### config.mk
export PLATFORM = sky130hd
export DESIGN_NAME = rv_mc_sequencer
export DESIGN_NICKNAME = d
export VERILOG_FILES = /design/src/rtl/rv_core_pkg.sv /design/src/rtl/rv_perf_cnt.sv /design/src/rtl/rv_mc_sequencer.sv
export SDC_FILE = /design/constraint.sdc
export NUM_CORES = 1
export LEC_CHECK = 0
export BUFFER_PORTS_ARGS = -buffer_cell sky130_fd_sc_hd__clkbuf_2
export CORE_ASPECT_RATIO = 2
export CORE_MARGIN = 2
export CORE_UTILIZATION = 25
export CTS_BUF_LIST = sky130_fd_sc_hd__clkbuf_8
export DETAILED_ROUTE_END_ITERATION = 6
export GPL_TIMING_DRIVEN = 0
export MAX_ROUTING_LAYER = met4
export SYNTH_ARGS = -nofsm -noshare
export SYNTH_HDL_FRONTEND = slang
export SYNTH_SLANG_ARGS = --single-unit
### constraint.sdc
create_clock -name clk -period 13.55 [get_ports clk]
set_clock_uncertainty 0.1 [all_clocks]
set_input_delay 0.6775 -clock clk [delete_from_list [all_inputs] [get_ports clk]]
set_output_delay 0.6775 -clock clk [all_outputs]
set_load 0.01 [all_outputs]
### src/rtl/rv_core_pkg.sv
// ============================================================================
//  Module      : rv_core_pkg
//  Description : Shared types and constants for the multi-cycle RV32 core
//                sequencer: FSM state encoding, NOP word and default reset PC.
//  Revision    : 1.0 - initial release
// ============================================================================
`default_nettype none

package rv_core_pkg;

  // Sequencer states, one per phase of an instruction's life.
  typedef enum logic [2:0] {
    FETCH_REQ  = 3'd0,
    FETCH_WAIT = 3'd1,
    EXEC       = 3'd2,
    MEM_REQ    = 3'd3,
    MEM_WAIT   = 3'd4,
    WB         = 3'd5,
    HALT       = 3'd6
  } state_t;

  // addi x0, x0, 0
  localparam logic [31:0] NOP_INST         = 32'h0000_0013;
  localparam logic [31:0] DEFAULT_RESET_PC = 32'h8000_0000;

endpackage

`default_nettype wire

### src/rtl/rv_perf_cnt.sv
// ============================================================================
//  Module      : rv_perf_cnt
//  Description : 64-bit cycle and retired-instruction counters. Both wrap
//                modulo 2^64 and clear on reset.
//  Revision    : 1.0 - initial release
// ============================================================================
`default_nettype none

module rv_perf_cnt (
  input  logic        clk,
  input  logic        rst,
  input  logic        commit,
  output logic [63:0] cyc_cnt,
  output logic [63:0] instret_cnt
);

  // Count every cycle out of reset, and every retirement pulse.
  always_ff @(posedge clk or posedge rst) begin
    if (rst) begin
      cyc_cnt     <= 64'd0;
      instret_cnt <= 64'd0;
    end else begin
      cyc_cnt <= cyc_cnt + 64'd1;
      if (commit) begin
        instret_cnt <= instret_cnt + 64'd1;
      end
    end
  end

endmodule

`default_nettype wire

### src/rtl/rv_mc_sequencer.sv
// ============================================================================
//  Module      : rv_mc_sequencer
//  Description : Multi-cycle control sequencer. Fetches over a valid/ready
//                instruction port, executes, optionally performs one data
//                access, then writes back and advances the PC.
//                Optional macro YSYX_PERF_CNT_EN adds cyc_cnt/instret_cnt.
//  Revision    : 1.0 - initial release
// ============================================================================
`default_nettype none

module rv_mc_sequencer
  import rv_core_pkg::*;
#(
  parameter int              WIDTH    = 32,
  parameter logic [WIDTH-1:0] RESET_PC = WIDTH'(DEFAULT_RESET_PC)
) (
  input  logic                 clk,
  input  logic                 rst,
  output logic                 imem_req_valid,
  input  logic                 imem_req_ready,
  output logic [WIDTH-1:0]     imem_addr,
  input  logic                 imem_rsp_valid,
  input  logic [31:0]          imem_rsp_data,
  output logic [31:0]          inst,
  input  logic                 dec_is_load,
  input  logic                 dec_is_store,
  input  logic                 dec_rf_wen,
  input  logic                 dec_illegal,
  input  logic [WIDTH-1:0]     exu_next_pc,
  input  logic [WIDTH-1:0]     exu_alu_result,
  input  logic [WIDTH-1:0]     rf_rs2,
  input  logic [WIDTH/8-1:0]   dm_wstrb_in,
  output logic                 dmem_req_valid,
  input  logic                 dmem_req_ready,
  output logic                 dmem_req_we,
  output logic [WIDTH-1:0]     dmem_addr,
  output logic [WIDTH-1:0]     dmem_wdata,
  output logic [WIDTH/8-1:0]   dmem_wstrb,
  input  logic                 dmem_rsp_valid,
  input  logic [WIDTH-1:0]     dmem_rsp_data,
  output logic [WIDTH-1:0]     ld_data,
  output logic                 rf_we,
  output logic [WIDTH-1:0]     pc,
  output logic                 commit,
  output logic                 halted
`ifdef YSYX_PERF_CNT_EN
  ,
  output logic [63:0]          cyc_cnt,
  output logic [63:0]          instret_cnt
`endif
);

  state_t state, state_nxt;

  assign imem_addr = pc;

  // State register; reset abandons whatever request was in flight.
  always_ff @(posedge clk or posedge rst) begin
    if (rst) begin
      state <= FETCH_REQ;
    end else begin
      state <= state_nxt;
    end
  end

  // Next-state and strobes. Strobes are forced low while reset is held so
  // nothing is requested before the first cycle out of reset.
  always_comb begin
    state_nxt      = state;
    imem_req_valid = 1'b0;
    dmem_req_valid = 1'b0;
    rf_we          = 1'b0;
    commit         = 1'b0;
    halted         = 1'b0;
    case (state)
      FETCH_REQ: begin
        imem_req_valid = 1'b1;
        if (imem_req_ready) state_nxt = FETCH_WAIT;
      end
      FETCH_WAIT: begin
        if (imem_rsp_valid) state_nxt = EXEC;
      end
      EXEC: begin
        if (dec_illegal)                     state_nxt = HALT;
        else if (dec_is_load || dec_is_store) state_nxt = MEM_REQ;
        else                                  state_nxt = WB;
      end
      MEM_REQ: begin
        dmem_req_valid = 1'b1;
        if (dmem_req_ready) state_nxt = MEM_WAIT;
      end
      MEM_WAIT: begin
        if (dmem_rsp_valid) state_nxt = WB;
      end
      WB: begin
        rf_we     = dec_rf_wen & ~dec_is_store;
        commit    = 1'b1;
        state_nxt = FETCH_REQ;
      end
      HALT: begin
        halted = 1'b1;
      end
      default: state_nxt = FETCH_REQ;
    endcase
    if (rst) begin
      imem_req_valid = 1'b0;
      dmem_req_valid = 1'b0;
      rf_we          = 1'b0;
      commit         = 1'b0;
    end
  end

  // Architectural and request registers. The data request is captured in
  // EXEC so it stays stable for the whole handshake regardless of EXU/RF.
  always_ff @(posedge clk or posedge rst) begin
    if (rst) begin
      pc          <= RESET_PC;
      inst        <= NOP_INST;
      ld_data     <= '0;
      dmem_req_we <= 1'b0;
      dmem_addr   <= '0;
      dmem_wdata  <= '0;
      dmem_wstrb  <= '0;
    end else begin
      case (state)
        FETCH_WAIT: begin
          if (imem_rsp_valid) inst <= imem_rsp_data;
        end
        EXEC: begin
          dmem_req_we <= dec_is_store;
          dmem_addr   <= exu_alu_result;
          dmem_wdata  <= dec_is_store ? rf_rs2 : '0;
          dmem_wstrb  <= dec_is_store ? dm_wstrb_in : '0;
        end
        MEM_WAIT: begin
          if (dmem_rsp_valid && !dmem_req_we) ld_data <= dmem_rsp_data;
        end
        WB: begin
          pc <= exu_next_pc;
        end
        default: ;
      endcase
    end
  end

`ifdef YSYX_PERF_CNT_EN
  rv_perf_cnt u_perf_cnt (
    .clk         (clk),
    .rst         (rst),
    .commit      (commit),
    .cyc_cnt     (cyc_cnt),
    .instret_cnt (instret_cnt)
  );
`else
  // Counters are not built in this configuration.
`endif

endmodule

`default_nettype wire

# ---- Word level (Yosys, flattened, before mapping)
# Index checks and enable logic that the tools add are counted.
dict set report word_totals {
  ff_bits 168
  mem_bits_rw 0
  in_bits 174
  mem_count 0
  output_inout_bits 202
  elab_cells 46
  romBits 0
  latch_bits 0
}
dict set report classes {
  n_reduce_logical 7
  div_mod_pow 0
  shift 0
  eq_ne 10
  add_sub_neg 0
  multipliers 0
  bitwise 3
  n_lt_le_gt_ge 0
  n_mux 18
}
# operator count
set op_table {}
lappend op_table {{$mux W32} 1}
lappend op_table {{$mux W3} 6}
lappend op_table {{$pmux W3 S6} 1}
lappend op_table {{$eq A3 B3 Y1 const B} 3}
lappend op_table {{$mux W1} 9}
lappend op_table {{$ne A2 B2 Y1 const B} 4}
lappend op_table {{$eq A3 B2 Y1 const B} 2}
lappend op_table {{$reduce_and A5 Y1} 1}
lappend op_table {{$mux W4} 1}
lappend op_table {{$reduce_and A2 Y1} 2}
lappend op_table {{$eq A3 B1 Y1 const B} 1}
lappend op_table {{$logic_not A3 Y1} 1}
lappend op_table {{$not A1 Y1} 2}
lappend op_table {{$and A1 B1 Y1} 1}
lappend op_table {{$logic_and A1 B1 Y1} 1}
lappend op_table {{$logic_not A1 Y1} 1}
lappend op_table {{$logic_or A1 B1 Y1} 1}

# ---- Logic depth before layout (Yosys ltp)
# Gate-level depths: netlist (run 1).
dict set report logic_depth {
  ltp_word 4
  depth_mapped 7
  depth_no_buf 3
}

# ---- Worst setup path after synthesis (run 1)
# OpenSTA, ideal clock, no wires.
dict set report synth_path {
  path_kind {in2out}
  start {input port rst}
  end {output port dmem_req_valid}
  path_buffers 0
  path_slack_ns 8.044
  path_stages 2
  t_arrival_ns 4.728
  t_required_ns 12.773
  path_cell_list {inv_1 -> and3_1}
}
dict set report synth_via {
  elab_chain_cells 1
}
# item line_no
set synth_rtl {}
lappend synth_rtl {{from (decl)} rv_mc_sequencer.sv:18} ;# input logic rst,
lappend synth_rtl {{$mux W1} rv_mc_sequencer.sv:105} ;# if (rst) begin
lappend synth_rtl {{to (decl)} rv_mc_sequencer.sv:33} ;# output logic dmem_req_valid,
# Every way passes these cells.

# ---- Final worst setup path (run 1)
dict set report layout_path {
  start {register state[1]}
  end {output port rf_we}
}
dict set report layout_via {
  elab_chain_cells 3
}
# item line_no
set layout_rtl {}
lappend layout_rtl {{from (decl)} rv_mc_sequencer.sv:53} ;# state_t state, state_nxt;
lappend layout_rtl {{from (signal assigned)} rv_mc_sequencer.sv:62} ;# state <= state_nxt;
lappend layout_rtl {{$eq A3 B3 Y1} rv_mc_sequencer.sv:75} ;# case (state)
lappend layout_rtl {{$mux W1} rv_mc_sequencer.sv:75}
lappend layout_rtl {{$mux W1} rv_mc_sequencer.sv:105}
lappend layout_rtl {{to (decl)} rv_mc_sequencer.sv:42} ;# output logic rf_we,
# Every way passes these cells.

==> flow_metrics.tcl, run 1 <==
set metrics [dict create \
    outcome "finished clean" \
    ant_nets 0 \
    fmaxAchievable_mhz 322 \
    clkLatencyLatePin_ps 480 \
    netlist_area_sq_um 6720 \
    cts_buffers 17 \
    p_total_mw 2.21 \
    hold_viol 0 \
    path_cells "buf_2 > inv_1 > nand3_1 > buf_2 > nor4b_1 > clkbuf_2" \
    viasPerCell 4.23 \
    finalCritPeriodShare 0.229 \
    crit_slowest_cell "dfrtp_1" \
    setup-tns-final_ps 0 \
    num-nets-final 1062 \
    mostFrequentLayoutCell "clkbuf_2" \
    clock-sinks 168 \
    antenna_found_initial 2 \
    pwr_density_cell_nw_per_um2 235 \
    fin_util 0.353 \
    ctsHtreeMaxLevel 4 \
    grt_max_degree 92 \
    layout-drive-gt1-share 0.653 \
    wire_per_inst_um 16.9 \
    leakage_nw 4.87 \
    slew_headroom 0.593 \
    ir_drop_v 0.000101 \
    cp_max_fo 10 \
    hold_path_class "primary input to async pin" \
    final_cell_mix "clkbuf_2, dfrtp_1, mux2_2, nand2_1, o21ai_0" \
    gr-total-overflow 0 \
    grt_pass1_wl_mm 31.3 \
    drt_first_pass_iters 4 \
    cts_root_buffer "clkbuf_8" \
    grt_use_total 0.155 \
    portBuffers 375 \
    dieWidth_um 120 \
    crit_path_end_kind "output pin" \
    drt_iter0_markers 153 \
    final_cells 1251 \
    cts_tree "done" \
    drv_cap 0 \
    vias 5292 \
    synth_warnings 0 \
    syn_to_final_growth_pct 40.1 \
    boundaryPins 376 \
    synth-seq-cells 168 \
    ctsHoldBuffers 0 \
    grt_pass1_vias 5567 \
    crit_type "flop to output pin" \
    clk_transition_reported_paths_ps 80 \
    layout_min_cycle_time_ps 3110 \
    num_rows 85 \
    drt_wl_total_mm 21.1 \
    cp_slowest_stage_delay_ps 390 \
    drv_slew 0 \
    dpl.hpwl_mm 17.1 \
    place_inst 1217 \
    startpoint_type "flop" \
    crit_family "buffers and inverters" \
    tightest_slew_ps 610 \
    setup_viol 0 \
    cp.arrival_ps 2330 \
    critPathBufInv 4 \
    critical_path_required_ps 12770 \
    gp_congestion 0.918 \
    drc 0 \
    die_h_um 236 \
    cts_setup_buffers 0 \
    dieArea_sq_um 28300 \
    synth_fp_nets 667 \
    synth_cell_types 28 \
    syn-instance-count 493 \
    start_util 0.252 \
    cts_resized 0 \
    core_sq_um 26700 \
    cp_common_cell "buf_2" \
    rsz0062_at_grt "false" \
    cts_buffer_depth 2 \
    yosysSeqAreaShare 0.626 \
    synth.avg_cell_area_sq_um 13.6 \
]
-- metrics by stage --
| step | setup WS, ps | instance area, sq um | hold WS [ps] |
|---|---|---|---|
| after floorplan | 8040 | 6720 | 416 |
| after global placement | 6270 | 9040 | 366 |
| after detailed placement | 10440 | 9070 | 373 |
| after CTS | 10280 | 9420 | 234 |
| after global routing | 10220 | 9420 | 254 |
| final | 10440 | 9420 | 256 |
-- worst paths after layout --
kind | start | slack, ps | to | depth (start not counted)
setup / recovery | state[1] | 10440 | rf_we | 6
hold / removal | rst | 260 | ld_data[22] | 2
setup reg to reg | state[1] | 11530 | ld_data[26] | 5
hold reg to reg | dmem_wdata[14] | 390 | dmem_wdata[14] | 2
max in group asynchronous | rst | 12240 | inst[25] | 3
min in group clk | rf_rs2[12] | 320 | dmem_wdata[12] | 3
-- worst reg2reg max path: cells and delay by family (launching register included) --
family	cells	cell delay, ps
buffers and inverters	2	460
flip-flops	1	390
multiplexers	1	360
AND/OR/NAND/NOR	2	600
-- cell families after synthesis --
logic type,Yosys count,share of synthesized area
buf+inv,63,0.0601
simple gates,89,0.0588
mux,129,0.221
flops,168,0.626
compound gates,44,0.0346
-- cell usage after synthesis --
master    number  share of area
dfrtp_1      164           0.61
mux2_2       120           0.20
nand2_1       73          0.041
o21ai_0       39          0.029
buf_4         35          0.039
buf_2         11         0.0082
clkbuf_1      11         0.0061
mux2_4         8          0.018
dfstp_2        4          0.016
buf_6          3         0.0050
inv_1          3         0.0017
nand3_1        3         0.0022
and3_1         2         0.0019
nand2b_1       2         0.0019
nor2b_1        2         0.0019
a211oi_1       1         0.0011
a21o_1         1         0.0011
a21oi_1        1        0.00074
a32o_1         1         0.0015
mux2_1         1         0.0017
nor2_1         1        0.00056
nor3_2         1         0.0015
nor4_1         1        0.00093
nor4b_1        1         0.0013
nor4b_4        1         0.0035
o21bai_1       1         0.0011
or3b_1         1         0.0013
or4_1          1         0.0011
-- registers in the layout (all words and copies together), names as in the netlist --
name         cells
state            3
dmem_addr       32
dmem_wstrb       4
inst            32
ld_data         32
imem_addr       32
dmem_wdata      32
dmem_req_we      1
-- metal layers --
layer / global-route usage / vias to the layer above / share of wire / routed length [um]
met5: - / - / 0 / 0
met4: 0.0799 / 0 / 0.035 / 732
met3: 0.0619 / 27 / 0.11 / 2400
met2: 0.251 / 358 / 0.48 / 10000
met1: 0.160 / 2481 / 0.38 / 7960
li1: - / 2426 / - / -
-- power breakdown --
part / switching, mW / internal [mW]
Sequential: 0.153 / 0.752
Combinational: 0.482 / 0.502
Clock: 0.187 / 0.134
Total: 0.822 / 1.39
-- final cells by class --
| type | instances | area (sq um) |
|---|---|---|
| timing repair buffer | 376 | 1900 |
| inverter | 3 | 18.8 |
| tap | 348 | 435 |
| antenna | 2 | 5.00 |
| sequential | 168 | 4210 |
| clock inverter | 13 | 85.1 |
| clock buffer | 19 | 262 |
| multi-input combinational | 262 | 2110 |
| buffer | 60 | 393 |
| fill | 2665 | 17300 |
No activity file was read; power rests on OpenSTA's default activity.
==> run 2, diff against run 1 <==
==> constraint.sdc (replaced) <==
create_clock -name clk -period 2.7 [get_ports clk]
set_clock_uncertainty 0.1 [all_clocks]
set_input_delay 0.135 -clock clk [delete_from_list [all_inputs] [get_ports clk]]
set_output_delay 0.135 -clock clk [all_outputs]
set_load 0.01 [all_outputs]
==> flow_metrics.tcl, run 2 (synthesis results as in run 1) <==
set metrics [dict create \
    clkLatencyLatePin_ps 490 \
    fin_util 0.421 \
    antenna_found_initial 0 \
    finalCritPeriodShare 0.969 \
    cts_buffer_depth 2 \
    ir_drop_v 0.000573 \
    critical_path_required_ps 2980 \
    clock-sinks 168 \
    pwr_density_cell_nw_per_um2 1040 \
    boundaryPins 376 \
    gr-total-overflow 0 \
    portBuffers 375 \
    layout_min_cycle_time_ps 2620 \
    fmaxAchievable_mhz 382 \
    grt_max_degree 45 \
    cp.arrival_ps 2890 \
    dpl.hpwl_mm 16.6 \
    cts_buffers 17 \
    cts_root_buffer "clkbuf_8" \
    vias 6110 \
    drt_wl_total_mm 23.1 \
    syn_to_final_growth_pct 67.3 \
    leakage_nw 5.64 \
    drt_iter0_markers 178 \
    drv_slew 0 \
    diodes 0 \
    rsz0062_at_grt "false" \
    ctsHtreeMaxLevel 4 \
    gp_congestion 0.848 \
    outcome "finished clean" \
    grt_pass1_vias 6616 \
    die_h_um 236 \
    layout-drive-gt1-share 0.553 \
    placed_area_sq_um 9120 \
    grt_pass1_wl_mm 35.3 \
    place_inst 1220 \
    crit_type "flop to flop" \
    start_util 0.252 \
    final_cell_mix "clkbuf_2, dlygate4sd3_1, dfrtp_1, mux2_2, nand2_1" \
    mostFrequentLayoutCell "clkbuf_2" \
    startpoint_type "flop" \
    clk_transition_reported_paths_ps 100 \
    tightest_slew_ps 647 \
    viasPerCell 4.29 \
    wire_per_inst_um 16.2 \
    p_total_mw 11.6 \
    fin_area_sq_um 11200 \
    final_cells 1425 \
    drt_first_pass_iters 4 \
    ant_nets 0 \
    slew_headroom 0.566 \
    drv_cap 0 \
    cts_setup_buffers 0 \
    num-nets-final 1238 \
    num_rows 85 \
    cp_max_fo 10 \
    setup_viol 0 \
    cts_tree "done" \
    drc 0 \
    core_sq_um 26700 \
    grt_use_total 0.168 \
    setup-tns-final_ps 0 \
    dieWidth_um 120 \
    crit_path_end_kind "flop" \
    dieArea_sq_um 28300 \
    hold_path_class "primary input to flop" \
    hold_viol 0 \
]
-- run 2: cell count changes in the layout (fill, tap and decap cells not counted), sizes merged --
| cell | before | now |
|---|---|---|
| buf | 50 | 53 |
| bufinv | 0 | 2 |
| clkbuf | 405 | 403 |
| clkinv | 1 | 6 |
| clkinvlp | 7 | 4 |
| diode | 2 | 0 |
| dlygate4sd3 | 0 | 173 |
| inv | 8 | 6 |
-- run 2: metrics by stage --
stage                     hold slack, ps  setup WS (ps)
final                               70.1           84.8
after CTS                           13.0           26.1
after global placement               262          -2090
after detailed placement             145            585
after global routing                70.4           21.4
after floorplan                      170           -612
-- run 2: routing by layer --
metal,track usage,share of wire,wire [um]
met5,-,0,0
met4,0.0998,0.045,1050
met3,0.0377,0.082,1900
met2,0.290,0.50,11500
met1,0.172,0.37,8640
-- run 2: area by class of cell --
| cell class | instances | area [sq um] |
|---|---|---|
| well taps | 348 | 435 |
| inverters | 3 | 15.0 |
| flip-flops and latches | 168 | 4210 |
| clock inverters | 15 | 151 |
| multi-input cells | 262 | 2120 |
| fillers | 2411 | 15400 |
| clock buffers | 17 | 234 |
| plain buffers | 60 | 399 |
| repair buffers | 552 | 3690 |
-- run 2: worst paths after layout --
| check | start | endpoint | depth (start not counted) | slack [ps] |
|---|---|---|---|---|
| setup / recovery | state[2] | state[1] | 5 | 80 |
| hold / removal | dec_is_store | dmem_wdata[15] | 4 | 70 |
| max in group asynchronous | rst | inst[4] | 5 | 1420 |
| hold reg to reg | dmem_wdata[25] | dmem_wdata[25] | 2 | 390 |
| min in group asynchronous | rst | ld_data[6] | 3 | 190 |
| setup reg to reg | state[2] | state[1] | 5 | 80 |
-- run 2: timing repair --
item | CTS | global route
setup endpoints to repair | 0 | 2
resized for setup | 0 | 4
hold endpoints to repair | 256 | 0
hold buffers | 173 | 0
-- run 2: critical path, cell delays in order (launching register included) --
cell and delay [ps]:
dfrtp_1 390, buf_6 140, or4_1 500, dlygate4sd3_1 560, a32o_1 260, dlygate4sd3_1 550
-- run 2: power by group --
part	internal, mW	switching, mW	total [mW]
Clock	0.823	0.978	1.80
Combinational	2.74	2.52	5.26
Sequential	3.78	0.807	4.58
Total	7.34	4.31	11.6
